`config.mk`:
```
export PLATFORM = sky130hd
export DESIGN_NAME = mem_stall_unit
export DESIGN_NICKNAME = d
export VERILOG_FILES = /design/src/rtl/mem_stall_unit.sv
export SDC_FILE = /design/constraint.sdc
export NUM_CORES = 1
export LEC_CHECK = 0
export CAP_MARGIN = 20
export CORE_ASPECT_RATIO = 1.4
export CORE_UTILIZATION = 25
export CTS_CLUSTER_DIAMETER = 60
export DETAILED_ROUTE_END_ITERATION = 8
export GPL_TIMING_DRIVEN = 0
export PLACE_DENSITY = 0.68
export SETUP_SLACK_MARGIN = 0.3
export SKIP_CTS_REPAIR_TIMING = 1
export SKIP_LAST_GASP = 1
export SLEW_MARGIN = 20
export SYNTH_ARGS = -nofsm -noshare
export SYNTH_HDL_FRONTEND = slang
export SYNTH_SLANG_ARGS = --single-unit
```
`constraint.sdc`:
```
create_clock -name clk -period 1.33 [get_ports clk]
set_input_delay 0.266 -clock clk [delete_from_list [all_inputs] [get_ports clk]]
set_output_delay 0.266 -clock clk [all_outputs]
set_load 0.01 [all_outputs]
```
`src/rtl/mem_stall_unit.sv`:
```
// -----------------------------------------------------------------------------
// mem_stall_unit
//
// Arbitrates a single physical memory port between the instruction fetch (IF)
// and data access (MEM) stages of a pipeline. Stall outputs are held high until
// the matching access has completed. Both done flags are cleared on the edge
// where the pipeline advances.
//
// Optional feature (macro MEM_STALL_PERF_CNT_EN):
//   Adds free-running 32-bit stall-cycle counters istall_count and
//   dstall_count. When the macro is undefined, the counters and their ports
//   do not exist.
//
// Ports:
//   clk               in   single clock; all state changes on its rising edge
//   rst               in   synchronous active-high reset
//   if_read           in   IF stage fetch request
//   if_addr    [31:0] in   fetch address
//   if_rdata   [31:0] out  fetched instruction, held until the next capture
//   mem_read          in   MEM stage load request
//   mem_write         in   MEM stage store request
//   mem_addr   [31:0] in   data address
//   mem_wdata  [31:0] in   store data
//   mem_byte_en [3:0] in   store byte enables
//   mem_rdata  [31:0] out  loaded word, held until the next capture
//   pmem_read         out  physical memory read command
//   pmem_write        out  physical memory write command
//   pmem_addr  [31:0] out  physical memory address
//   pmem_wdata [31:0] out  physical memory write data
//   pmem_byte_en [3:0] out physical memory byte enables
//   pmem_rdata [31:0] in   physical memory read data
//   pmem_resp         in   single-cycle completion pulse
//   read_intr_stall   out  instruction fetch outstanding
//   mem_access_stall  out  data access outstanding
//   istall_count [31:0] out  (macro only) cycles with read_intr_stall high
//   dstall_count [31:0] out  (macro only) cycles with mem_access_stall high
//
// States:
//   IDLE    | no memory command issued; pmem_resp ignored
//   DACCESS | data access issued from the mem_* inputs
//   IFETCH  | instruction fetch issued from if_addr
// -----------------------------------------------------------------------------
module mem_stall_unit (
  input  logic        clk,
  input  logic        rst,
  input  logic        if_read,
  input  logic [31:0] if_addr,
  output logic [31:0] if_rdata,
  input  logic        mem_read,
  input  logic        mem_write,
  input  logic [31:0] mem_addr,
  input  logic [31:0] mem_wdata,
  input  logic [3:0]  mem_byte_en,
  output logic [31:0] mem_rdata,
  output logic        pmem_read,
  output logic        pmem_write,
  output logic [31:0] pmem_addr,
  output logic [31:0] pmem_wdata,
  output logic [3:0]  pmem_byte_en,
  input  logic [31:0] pmem_rdata,
  input  logic        pmem_resp,
  output logic        read_intr_stall,
  output logic        mem_access_stall
`ifdef MEM_STALL_PERF_CNT_EN
  ,
  output logic [31:0] istall_count,
  output logic [31:0] dstall_count
`endif
);

  typedef enum logic [1:0] {
    IDLE    = 2'd0,
    DACCESS = 2'd1,
    IFETCH  = 2'd2
  } state_t;

  state_t state;
  state_t state_nxt;

  logic i_done;
  logic d_done;
  logic i_pend;
  logic d_pend;
  logic pipe_advance;
  logic i_capture;
  logic d_capture;

  // A request is pending until its done flag is set; the flags then mask the
  // still-held request inputs until the pipeline advances.
  assign i_pend = if_read & ~i_done;
  assign d_pend = (mem_read | mem_write) & ~d_done;

  assign read_intr_stall  = i_pend;
  assign mem_access_stall = d_pend;

  // No stall in this cycle means the pipeline moves on at the next edge and
  // presents fresh requests, so the done flags must not carry over.
  assign pipe_advance = ~i_pend & ~d_pend;

  // ---------------------------------------------------------------------------
  // State register
  // ---------------------------------------------------------------------------
  always_ff @(posedge clk) begin
    if (rst) begin
      state <= IDLE;
    end else begin
      state <= state_nxt;
    end
  end

  // ---------------------------------------------------------------------------
  // Next-state and memory command decode
  // ---------------------------------------------------------------------------
  always_comb begin
    state_nxt    = state;
    pmem_read    = 1'b0;
    pmem_write   = 1'b0;
    pmem_addr    = 32'h0;
    pmem_wdata   = 32'h0;
    pmem_byte_en = 4'h0;
    i_capture    = 1'b0;
    d_capture    = 1'b0;

    unique case (state)
      IDLE: begin
        // Data access wins over fetch so the older instruction completes first.
        if (d_pend) begin
          state_nxt = DACCESS;
        end else if (i_pend) begin
          state_nxt = IFETCH;
        end
      end

      DACCESS: begin
        pmem_read    = mem_read;
        pmem_write   = mem_write;
        pmem_addr    = mem_addr;
        pmem_wdata   = mem_wdata;
        pmem_byte_en = mem_byte_en;
        if (pmem_resp) begin
          d_capture = 1'b1;
          state_nxt = i_pend ? IFETCH : IDLE;
        end
      end

      IFETCH: begin
        pmem_read    = 1'b1;
        pmem_addr    = if_addr;
        pmem_byte_en = 4'hF;
        if (pmem_resp) begin
          i_capture = 1'b1;
          state_nxt = IDLE;
        end
      end

      default: begin
        state_nxt = IDLE;
      end
    endcase
  end

  // ---------------------------------------------------------------------------
  // Done flags
  // ---------------------------------------------------------------------------
  always_ff @(posedge clk) begin
    if (rst) begin
      i_done <= 1'b0;
      d_done <= 1'b0;
    end else if (pipe_advance) begin
      i_done <= 1'b0;
      d_done <= 1'b0;
    end else begin
      if (i_capture) begin
        i_done <= 1'b1;
      end
      if (d_capture) begin
        d_done <= 1'b1;
      end
    end
  end

  // ---------------------------------------------------------------------------
  // Read data holding registers
  // ---------------------------------------------------------------------------
  always_ff @(posedge clk) begin
    if (rst) begin
      if_rdata  <= 32'h0;
      mem_rdata <= 32'h0;
    end else begin
      if (i_capture) begin
        if_rdata <= pmem_rdata;
      end
      // A store completion returns no meaningful data; keep the last load.
      if (d_capture && mem_read) begin
        mem_rdata <= pmem_rdata;
      end
    end
  end

`ifdef MEM_STALL_PERF_CNT_EN
  // ---------------------------------------------------------------------------
  // Stall-cycle counters; wrap naturally at 2^32
  // ---------------------------------------------------------------------------
  always_ff @(posedge clk) begin
    if (rst) begin
      istall_count <= 32'h0;
      dstall_count <= 32'h0;
    end else begin
      if (read_intr_stall) begin
        istall_count <= istall_count + 32'd1;
      end
      if (mem_access_stall) begin
        dstall_count <= dstall_count + 32'd1;
      end
    end
  end
`endif

endmodule

```
==> impl_metrics.tcl <==
set metrics [dict create \
    cts.sinks 68 \
    final.setup.worst_slack_ns -0.5998 \
    worst-path-max-fanout 10 \
    worstPathRequired_ns 1.06 \
    dp_cells 854 \
    violations "design-rule violations, negative setup slack" \
    numPortBuffers 273 \
    synthCells 431 \
    route.met2.wl_um 8728 \
    grt_pass1_vias 4127 \
    synthesis.area_per_instance_um2 7.496 \
    highest_layer "met5" \
    final_util_pct 64.69 \
    max_freq_ghz 0.5182 \
    critPathArrivalTime_ns 1.66 \
    met1_length_um 6120 \
    root_buffer "clkbuf_16" \
    cts_tree "done" \
    die_w_um 98.08 \
    cp-start-kind "flip-flop" \
    syn-num-nets 572 \
    end_kind "output port" \
    cpMaxStageDelayCell "dfxtp_4" \
    period_share_pct 145.1 \
    grt_max_degree 14 \
    synth-simple-area-share_pct 30.21 \
    period_minus_slack_ns 1.930 \
    cp_slowest_stage_delay_ns 0.38 \
    drt_first_pass_iters 6 \
    max_cap_violations 0 \
    wl_per_cell_um 18.95 \
    syn2layout_area_growth_pct 150.2 \
    finalSetupViolations 107 \
    grt_overflow 0 \
    synthAdderAreaFrac_pct 1.162 \
    ys_seq_area_share_pct 42.14 \
    fin_skew_ns 0.004563 \
    max-vdd-ir-drop_uv 915.6 \
    p_leak_nw 3.517 \
    place_area_um2 6710 \
    crit_type "reg2out" \
    drive_gt1_share_pct 53.96 \
    synth_xor_area_share_pct 0 \
    row_count 48 \
    clk_latency_ns 0.32 \
    die-area_um2 13390 \
    drcViolationCount 26 \
    relSlewSlack_pct 60.01 \
    wl_um 17230 \
    grt_pass1_wl_um 23180 \
    htreeDepth 3 \
    coreArea_um2 12490 \
    start_util_pct 25.86 \
    drtIter0Drc 155 \
    path_cells "inv_4 > ha_4 > buf_12 > buf_6 > a21oi_2 > nor2b_4 > dlymetal6s2s_1" \
    maxSlewViolCount 0 \
    fin_cells 909 \
    synth_top_family_by_area "simple AND/OR/NAND/NOR gates" \
    vias 4284 \
    gp_congestion 0.8433 \
    met3_length_um 2063 \
    numCtsBuffers 9 \
    nets 894 \
    power_density_nw_per_um2 1076 \
    yosys_register_bits 68 \
    chipHeight_um 136.5 \
    io_pins 274 \
    worst_slew_pin_slew_ns 0.5998 \
    hold_viol 0 \
    antenna_found_initial 2 \
    fillCellCount 1028 \
    grt_usage_pct 22.63 \
    syn_area_um2 3231 \
    dp_hpwl_um 12420 \
    synthMuxAreaShare_pct 0 \
    synth.distinct_cells 23 \
    postLayoutCellArea_um2 8082 \
    status "complete, but fails checks" \
    clk_path_buf_depth 2 \
    synth_compound_area_share_pct 20.29 \
    ys_warn_count 0 \
    clkSlewWorstSetupHoldPaths_ns 0.06 \
    rsz0062_at_grt "yes" \
    vias_per_cell 4.713 \
    route.antenna.remaining_nets 0 \
    hold_class "in2reg" \
]
-- path summary, 6_finish.rpt --
kind,cells after the start,to,slack (ns),from
setup / recovery,7,pmem_byte_en[3],-0.60,state[1]
hold / removal,4,state[1],0.44,if_read
setup reg to reg,7,state[1],-0.24,state[1]
hold reg to reg,2,mem_rdata[10],0.46,mem_rdata[10]
-- report_power, final --
group          internal (W)  switching [W]
Clock               0.00165       0.000918
Combinational       0.00230        0.00159
Sequential          0.00215      0.0000815
Total               0.00611        0.00259
-- cells by family after synthesis --
group | Yosys count
simple gates | 209
compound gates | 110
flops | 68
buf+inv | 41
fa+ha+maj | 3
-- worst max-delay path, delay by kind of cell (launching register included) --
kind | cells | cell delay, ns
adders and majority gates | 1 | 0.18
buffers and inverters | 4 | 0.55
AOI/OAI and AO/OA | 1 | 0.18
DFF | 1 | 0.38
and+or+nand+nor | 1 | 0.05
-- per-stage QoR --
step                setup TNS [ns]  total power [W]  worst slack [ns]  hold WS, ns
CTS                         -90.02         0.007978            -1.064       0.4542
global placement            -65.21         0.005346           -0.6718       0.4424
floorplan                  -0.7477         0.003957          -0.03851       0.4020
finish                      -41.58         0.008699           -0.5998       0.4437
global route                -48.42         0.009053           -0.6572       0.4431
detailed placement          -68.15         0.005388           -0.7038       0.4459
-- synth_stat cells (all sizes together) --
| library cell | instances | area (um2) |
|---|---|---|
| o21ba | 1 | 16.27 |
| a21oi | 73 | 365.4 |
| nand3 | 2 | 10.01 |
| clkbuf | 12 | 45.04 |
| a2bb2oi | 1 | 8.760 |
| or3 | 1 | 6.260 |
| buf | 25 | 140.1 |
| inv | 4 | 15.01 |
| dfxtp | 68 | 1361 |
| nand2 | 130 | 488.0 |
| o21a | 1 | 7.510 |
| nor2 | 2 | 7.510 |
| a22oi | 32 | 240.2 |
| nand2b | 1 | 6.260 |
| a31oi | 1 | 6.260 |
| o21bai | 1 | 11.26 |
| and2 | 34 | 214.0 |
| and3 | 1 | 6.260 |
| nor2b | 38 | 237.7 |
| ha | 3 | 37.54 |
-- layer usage --
metal,global-route usage [%],up-vias
met5,0,-
met4,6.902,2
met3,12.00,24
met2,38.46,188
met1,24.18,2004
li1,-,2066
-- state kept, by name, summed over array words and instances, names as in the netlist --
name	flops
d_done	1
i_done	1
state	2
mem_rdata	32
if_rdata	32
-- layout by cell type, fill, tap and decap left out, types with 3 or more instances in the layout --
| cell | netlist | routed |
|---|---|---|
| ha_4 | 0 | 3 |
| buf_6 | 0 | 93 |
| nand2_2 | 0 | 4 |
| nor2b_1 | 38 | 8 |
| a21oi_4 | 0 | 3 |
| inv_6 | 0 | 3 |
| clkbuf_1 | 12 | 3 |
| buf_12 | 0 | 5 |
| nand2_4 | 0 | 15 |
| and2_1 | 33 | 17 |
| buf_2 | 16 | 5 |
| a21oi_1 | 73 | 47 |
| a22oi_2 | 0 | 29 |
| dfxtp_2 | 0 | 66 |
| clkbuf_16 | 0 | 20 |
| clkbuf_2 | 0 | 22 |
| nand2_1 | 130 | 111 |
| dlymetal6s2s_1 | 0 | 20 |
| clkdlybuf4s50_1 | 0 | 133 |
| a22oi_1 | 32 | 3 |
| buf_8 | 0 | 17 |
| nor2b_4 | 0 | 30 |
| a21oi_2 | 0 | 23 |
| clkbuf_4 | 0 | 4 |
| buf_4 | 7 | 35 |
| and2_4 | 0 | 17 |
-- area by class of cell --
| cell class | instances | area, um2 | area share (%) |
|---|---|---|---|
| clock buffers | 9 | 225.2 | 2.787 |
| inverters | 4 | 22.52 | 0.2787 |
| clock inverters | 7 | 98.84 | 1.223 |
| well taps | 150 | 187.7 | 2.322 |
| plain buffers | 37 | 451.7 | 5.589 |
| multi-input cells | 322 | 2395 | 29.63 |
| flip-flops and latches | 68 | 1451 | 17.96 |
| diodes | 1 | 2.502 | 0.03096 |
| repair buffers | 311 | 3247 | 40.18 |
No activity file was read; power rests on OpenSTA's default activity.
